## config.mk

```make
export PLATFORM = sky130hd
export DESIGN_NAME = alu_mul_sequencer_flat
export DESIGN_NICKNAME = d
export VERILOG_FILES = /design/src/rtl/alu_mul_sequencer_if.sv /design/src/rtl/alu_mul_sequencer.sv /design/src/flat_wrapper.sv
export SDC_FILE = /design/constraint.sdc
export NUM_CORES = 1
export LEC_CHECK = 0
export CELL_PAD_IN_SITES_DETAIL_PLACEMENT = 0
export CELL_PAD_IN_SITES_GLOBAL_PLACEMENT = 1
export CORE_UTILIZATION = 35
export CTS_CLUSTER_DIAMETER = 200
export DETAILED_ROUTE_END_ITERATION = 7
export HOLD_SLACK_MARGIN = 0.06
export PLACE_DENSITY = 0.78
export SLEW_MARGIN = 10
export SYNTH_ARGS = -nofsm -noshare
export SYNTH_HDL_FRONTEND = slang
export SYNTH_SLANG_ARGS = --single-unit
```

## constraint.sdc

```tcl
create_clock -name clk -period 3.47 [get_ports clk]
set_input_delay 0.694 -clock clk [delete_from_list [all_inputs] [get_ports clk]]
set_output_delay 0.694 -clock clk [all_outputs]
set_load 0.02 [all_outputs]
```

## src/rtl/alu_mul_sequencer_if.sv

```systemverilog
// Operand/result bundle between the ALU operand bus, the multiplier and the result mux.
// Handshake: a transfer happens on a rising edge where valid && ready; the producer holds
// its payload and valid until that edge, and the consumer never depends on valid to raise ready.
interface alu_mul_sequencer_if #(parameter int WIDTH = 4);
  logic                 start_valid;
  logic                 start_ready;
  logic [WIDTH-1:0]     a;
  logic [WIDTH-1:0]     b;
  logic                 abort;
  logic                 busy;
  logic [2*WIDTH-1:0]   p;
  logic                 p_valid;
  logic                 p_ready;
  logic [1:0]           dbg_state;

  modport slave (
    input  start_valid, a, b, abort, p_ready,
    output start_ready, busy, p, p_valid, dbg_state
  );

  modport master (
    output start_valid, a, b, abort, p_ready,
    input  start_ready, busy, p, p_valid, dbg_state
  );
endinterface

```

## src/rtl/alu_mul_sequencer.sv

```systemverilog
// Unsigned shift-and-add multiplier: one ADD and one SHIFT step per multiplier bit,
// using a carry-keeping add and a 1-bit right shift of {C,ACC,Q}.
module alu_mul_sequencer #(
  parameter int WIDTH = 4
) (
  input  logic                 clk,
  input  logic                 rst,
  alu_mul_sequencer_if.slave   bus
);

  localparam int CW = $clog2(WIDTH) + 1;

  typedef enum logic [1:0] {
    S_IDLE  = 2'd0,
    S_ADD   = 2'd1,
    S_SHIFT = 2'd2,
    S_DONE  = 2'd3
  } state_t;

  state_t               state_q, state_d;
  logic [WIDTH-1:0]     m_q, m_d;
  logic [WIDTH-1:0]     acc_q, acc_d;
  logic                 c_q, c_d;
  logic [WIDTH-1:0]     q_q, q_d;
  logic [CW-1:0]        count_q, count_d;
  logic [2*WIDTH-1:0]   p_q, p_d;

  always_ff @(posedge clk or posedge rst) begin
    if (rst) begin
      state_q <= S_IDLE;
      m_q     <= '0;
      acc_q   <= '0;
      c_q     <= 1'b0;
      q_q     <= '0;
      count_q <= '0;
      p_q     <= '0;
    end else begin
      state_q <= state_d;
      m_q     <= m_d;
      acc_q   <= acc_d;
      c_q     <= c_d;
      q_q     <= q_d;
      count_q <= count_d;
      p_q     <= p_d;
    end
  end

  always_comb begin
    state_d = state_q;
    m_d     = m_q;
    acc_d   = acc_q;
    c_d     = c_q;
    q_d     = q_q;
    count_d = count_q;
    p_d     = p_q;
    case (state_q)
      S_IDLE: begin
        if (bus.start_valid) begin
          m_d     = bus.a;
          q_d     = bus.b;
          acc_d   = '0;
          c_d     = 1'b0;
          count_d = '0;
          state_d = S_ADD;
        end
      end
      S_ADD: begin
        if (bus.abort) begin
          state_d = S_IDLE;
        end else begin
          if (q_q[0]) begin
            {c_d, acc_d} = {1'b0, acc_q} + {1'b0, m_q};
          end else begin
            {c_d, acc_d} = {1'b0, acc_q};
          end
          state_d = S_SHIFT;
        end
      end
      S_SHIFT: begin
        if (bus.abort) begin
          state_d = S_IDLE;
        end else begin
          // The add's carry drops into the ACC MSB; the multiplier bit just used falls off Q.
          {c_d, acc_d, q_d} = {1'b0, c_q, acc_q, q_q[WIDTH-1:1]};
          count_d = count_q + CW'(1);
          if (count_q == CW'(WIDTH - 1)) begin
            p_d     = {acc_d, q_d};
            state_d = S_DONE;
          end else begin
            state_d = S_ADD;
          end
        end
      end
      S_DONE: begin
        if (bus.p_ready) begin
          state_d = S_IDLE;
        end
      end
      default: state_d = S_IDLE;
    endcase
  end

  assign bus.start_ready = (state_q == S_IDLE);
  assign bus.busy        = (state_q == S_ADD) || (state_q == S_SHIFT);
  assign bus.p_valid     = (state_q == S_DONE);
  assign bus.p           = p_q;
  assign bus.dbg_state   = state_q;

endmodule

```

## src/flat_wrapper.sv

```systemverilog
// flat-port wrapper written by rule: the top's interface ports become plain ports
module alu_mul_sequencer_flat 
#(
  parameter int WIDTH = 4
)
  (clk, rst, bus_start_valid, bus_a, bus_b, bus_abort, bus_p_ready, bus_start_ready, bus_busy, bus_p, bus_p_valid, bus_dbg_state);
  alu_mul_sequencer_if #(.WIDTH(WIDTH)) bus_i ();
  input  logic clk;
  input  logic rst;
  input wire logic [$bits(bus_i.start_valid)-1:0] bus_start_valid;
  input wire logic [$bits(bus_i.a)-1:0] bus_a;
  input wire logic [$bits(bus_i.b)-1:0] bus_b;
  input wire logic [$bits(bus_i.abort)-1:0] bus_abort;
  input wire logic [$bits(bus_i.p_ready)-1:0] bus_p_ready;
  output wire logic [$bits(bus_i.start_ready)-1:0] bus_start_ready;
  output wire logic [$bits(bus_i.busy)-1:0] bus_busy;
  output wire logic [$bits(bus_i.p)-1:0] bus_p;
  output wire logic [$bits(bus_i.p_valid)-1:0] bus_p_valid;
  output wire logic [$bits(bus_i.dbg_state)-1:0] bus_dbg_state;
  assign bus_i.start_valid = bus_start_valid;
  assign bus_i.a = bus_a;
  assign bus_i.b = bus_b;
  assign bus_i.abort = bus_abort;
  assign bus_i.p_ready = bus_p_ready;
  assign bus_start_ready = bus_i.start_ready;
  assign bus_busy = bus_i.busy;
  assign bus_p = bus_i.p;
  assign bus_p_valid = bus_i.p_valid;
  assign bus_dbg_state = bus_i.dbg_state;
  alu_mul_sequencer #(.WIDTH(WIDTH)) u_core (.clk(clk), .rst(rst), .bus(bus_i));
endmodule
```

# Word level (Yosys, flattened, before mapping)
# Index checks and enable logic that the tools add are counted.
[totals]
regBits = 26
out_inout_bits = 13
wordCells = 51
[op_classes]
n_addsub = 2
n_eq_ne = 9
mux = 22
n_bitwise = 1
n_reduce_logical = 10
[op_table]
columns = ["cell", "count"]
rows = [
  ["$mux 4", 6],
  ["$pmux 4 s3", 1],
  ["$mux 2", 5],
  ["$ne 2x2->1 const B", 4],
  ["$pmux 2 s4", 1],
  ["$pmux 4 s2", 1],
  ["$mux 3", 2],
  ["$pmux 3 s2", 1],
  ["$reduce_and 3->1", 2],
  ["$add 4x4->5", 1],
  ["$reduce_and 5->1", 1],
  ["$eq 2x2->1 const B", 2],
  ["$mux 1", 4],
  ["$reduce_and 2->1", 2],
  ["$reduce_and 4->1", 1],
  ["$add 3x1->3 const B", 1],
  ["$eq 3x2->1 const B", 1],
  ["$pmux 1 s3", 1],
  ["$reduce_bool 3->1", 1],
  ["$eq 2x1->1 const B", 1],
  ["$logic_not 2->1", 1],
  ["$ne 2x1->1 const B", 1],
  ["$reduce_bool 2->1", 1],
  ["$logic_or 1x1->1", 1],
  ["$not 1->1", 1],
]

# Depth between registers and ports, before layout
[depth]
ltp_word = 4
ltp_mapped = 8
mapped_depth_nobuf = 7

# Worst setup path after synthesis
# OpenSTA, ideal clock, no wires.
[synth_path]
kind = "register to register"
from = "reg u_core.state_q[0] (netlist: u_core.bus.dbg_state[0])"
to = "reg u_core.acc_q[3]"
arrival_ps = 1827
t_required_ps = 3320
setup_slack_ps = 1494
stages_incl_launch_ff = 8
path_cell_list = "dfrtp_1 > inv_1 > ha_1 > clkbuf_2 > o21a_1 > a2111oi_4 > mux2i_1 > a31oi_1"
[synth_between]
elab_chain_cells = 3
[synth_rtl]
columns = ["item", "line", "rtl"]
rows = [
  ["start, declared", "alu_mul_sequencer.sv:20", "state_t state_q, state_d;"],
  ["start signal, assigned", "alu_mul_sequencer.sv:38", "state_q <= state_d;"],
  ["$eq 2x1->1, or another cell as far along", "alu_mul_sequencer.sv:56", "case (state_q)"],
  ["$ne 2x1->1 (no source line), or another cell as far along", "n/a", ""],
  ["$reduce_and 5->1 (no source line)", "n/a", ""],
  ["end signal, assigned", "alu_mul_sequencer.sv:32", "acc_q <= '0;"],
  ["end signal, assigned", "alu_mul_sequencer.sv:40", "acc_q <= acc_d;"],
  ["end, declared", "alu_mul_sequencer.sv:22", "logic [WIDTH-1:0] acc_q, acc_d;"],
]
# Several ways; a longest one is shown, not always the timed one.
# A chain may end at the register's enable or synchronous reset.

# Worst setup path after layout
[layout_path]
from = "reg u_core.state_q[0] (netlist: u_core.bus.dbg_state[0])"
to = "out bus_busy"
[layout_between]
elab_chain_cells = 2
[layout_rtl]
columns = ["item", "line", "rtl"]
rows = [
  ["$eq 2x1->1 or $eq 2x2->1 (tied branches)", "alu_mul_sequencer.sv:104", "assign bus.busy = (state_q == S_ADD) || (state_q == S_SHIFT);"],
  ["$logic_or 1x1->1 *", "alu_mul_sequencer.sv:104", ""],
  ["end, declared", "flat_wrapper.sv:16", "output wire logic [$bits(bus_i.busy)-1:0] bus_busy;"],
]
# Every way passes the cells marked *; elsewhere a longest branch is shown, timed or not.

==> flow_summary.toml <==
[pwr]
combPwrFrac_pct = 48.6
power_density_mw_per_mm2 = 795
leakage_nw = 0.806
p_switching_uw = 542
pwr-share-clk_pct = 18.3
switching_share_pct = 38.9
seq_power_share_pct = 33.1
intPower_uw = 849
peakVddDrop_mv = 0.246

[clocking]
cts_tree = "done"
ctsRootBufferMaster = "clkbuf_8"
post-cts-setup-buffers = 0
clock_latency_ps = 270
cts_max_level = 1
cts_made_buffers = 3
clk_transition_reported_paths_ps = 90
clk_path_buf_depth = 2
cts.sinks = 26
cts_hold_buf = 0
cts_resized = 0

[cells_and_area]
final_cell_mix = "dfrtp_1 (26), clkdlybuf4s50_1 (25), inv_1 (14), nand2_1 (14), o21ai_0 (12)"
areaGrowthSynthToFinish_pct = 26.4
layout_commonest_cell = "dfrtp_1"
nets = 180
multi_input_area_um2 = 666
diodes = 0
fin_util_pct = 47.1
drive_gt1_share_pct = 10.4
regArea_um2 = 651
fillCellCount = 361

[critical_path]
reg2reg_depth = 6
regToRegSetupSlack_ps = 1250
path_cells = "inv_1 > ha_1 > clkdlybuf4s50_1"
crit_path_max_fanout = 5
r2r_end = "u_core.acc_q[3]"
crit_type = "reg2out"
required_ps = 2780
critPathArrivalTime_ps = 1830
startpoint_type = "flop"
r2r_start = "u_core.bus.dbg_state[0]"
critPathMaxStageDelay_ps = 630
cp-end-kind = "primary output"
cp_slowest_cell = "clkdlybuf4s50_1"

[die]
die_area_mm2 = 0.00421
die_x_um = 64.9
die_height_um = 64.9
fp-row-count = 22
start_util_pct = 37.3
core_area_mm2 = 0.00372
io_pins = 26

[synthesis]
synthMuxAreaShare_pct = 13.3
synth_nets = 154
avgSynthCellArea_um2 = 10.7
ys_ff_latch = 26
synth_warnings = 0
synthSimpleGateAreaFrac_pct = 7.59
synth_area_mm2 = 0.00139
synth_top_family_by_area = "compound AO/OA/AOI/OAI gates"
netlist_instances = 129
synth_area_leaders = "dfrtp_1 (47%), ha_1 (9.9%), mux2_2 (8.9%)"
synth_fa_ha_area_share_pct = 11.4
synth_seq_area_share_pct = 47.0
synth-compound-area-share_pct = 15.2
yosys.area.top_type_share_pct = 47.0
synthXorXnorAreaFrac_pct = 0.632
synth_largest_area_cell = "dfrtp_1"
synth.distinct_cells = 26

[sta]
setup_viol = 0
fmax_mhz = 396
skew_ps = 4.40
period_share_pct = 72.7
setup_tns_ps = 0
maxSlewHeadroom_pct = 33.5
finalMaxSlewViolations = 0
hold_viol_final = 0
worst_pin_slew_ps = 997
grt_setup_unrepaired = "no"
fin_crit_ps = 2520

[drt]
vias = 1005
drc_errors = 0
viasPerCell = 4.98
routedWlPerCell_um = 14.3
wl_met1_mm = 1.42
wl_met2_mm = 1.34
ant_nets = 0
first_pass_iters = 4
drt-total-wl_mm = 2.89
dr_wl_met3_um = 111
highest_layer = "met4"
initialDrtViolationCount = 21

[placed_design]
io_buffers = 25
hpwl_mm = 2.19
place.gp.congestion = 0.752

[grt]
grt_use_total_pct = 15.2
grt_pass1_vias = 1058
grt_pass1_wl_mm = 4.88
grt_overflow = 0
antenna_found_initial = 0
grt_max_degree = 27

[outcome]
status = "completed"

[min_path]
worstHoldPathType = "reg2reg"
min_to = "u_core.count_q[1]"
holdPathStages = 2
hold_start = "u_core.count_q[1]"

[job]
drv_cap = 0
## worst max-delay path: cells and delay by family, from the launching register on
family / cells / cell delay (ps)
adder cells (fa/ha/maj): 1 / 390
flip-flops: 1 / 430
buffers and inverters: 2 / 730
## power groups by stage
stage	registers (mW)	logic (mW)	clock network (mW)
3_3_place_gp	0.463	0.656	0
4_1_cts	0.461	0.683	0.259
3_5_place_dp	0.467	0.677	0
6_report	0.460	0.676	0.254
2_1_floorplan	0.459	0.479	0
5_1_grt	0.476	0.751	0.275
## per-stage QoR
step	instances	instance area [um^2]	power [mW]	hold WS, ps	setup slack [ps]
3_3_place_gp	198	1680	1.12	468	1180
3_5_place_dp	198	1680	1.14	480	1120
4_1_cts	202	1750	1.40	501	945
2_1_floorplan	129	1390	0.939	450	1490
5_1_grt	202	1750	1.50	529	835
6_report	202	1750	1.39	494	948
## kinds of logic after synthesis
| logic type | count (synthesis) |
|---|---|
| AO/OA/AOI/OAI | 31 |
| flip-flops | 26 |
| AND/OR/NAND/NOR | 24 |
| buffers and inverters | 18 |
| multiplexers | 17 |
| adder cells (fa/ha/maj) | 12 |
| XOR/XNOR | 1 |
## area by class of cell
class	instances	area share (%)
clock buffers	3	2.36
clock inverters	1	1.72
inverters	14	3.00
multi-input cells	85	38.0
flip-flops and latches	26	37.2
well taps	48	3.43
repair buffers	25	14.3
## worst max path at each step
stage / slack (ps) / from / depth (start not counted) / to
3_5_place_dp: 1120 / bus_abort / 5 / u_core.acc_q[3]
2_1_floorplan: 1490 / u_core.bus.dbg_state[0] / 7 / u_core.acc_q[3]
6_report: 950 / u_core.bus.dbg_state[0] / 3 / bus_busy
3_3_place_gp: 1180 / bus_abort / 5 / u_core.acc_q[3]
5_1_grt: 840 / u_core.bus.dbg_state[1] / 3 / bus_busy
4_1_cts: 950 / u_core.bus.dbg_state[0] / 3 / bus_busy
## flip-flops by register name, indices dropped and copies added (netlist names)
name and cells:
u_core.m_q 4, u_core.c_q 1, u_core.bus.dbg_state 2, u_core.bus.p 8, u_core.q_q 4, u_core.count_q 3, u_core.acc_q 4
## per-layer routing
| layer | global-route usage, % | vias up |
|---|---|---|
| met5 | 0 | - |
| met4 | 5.00 | 0 |
| met3 | 2.82 | 4 |
| met2 | 24.7 | 20 |
| met1 | 20.0 | 487 |
| li1 | - | 494 |
## synthesized netlist by cell type, drive strengths merged
cell,number
mux2,11
nand3,5
nand2,14
inv,14
o21ai,12
a21o,3
buf,1
clkbuf,3
fa,1
ha,11
mux2i,6
nor2,1
xnor2,1
a2111oi,1
a31oi,1
nor3,1
or3,1
o21a,1
o41ai,1
and3,1
dfrtp,26
a22o,4
a21oi,7
o31ai,1
nor2b,1
Note: power is estimated with default switching activity, not from simulation.
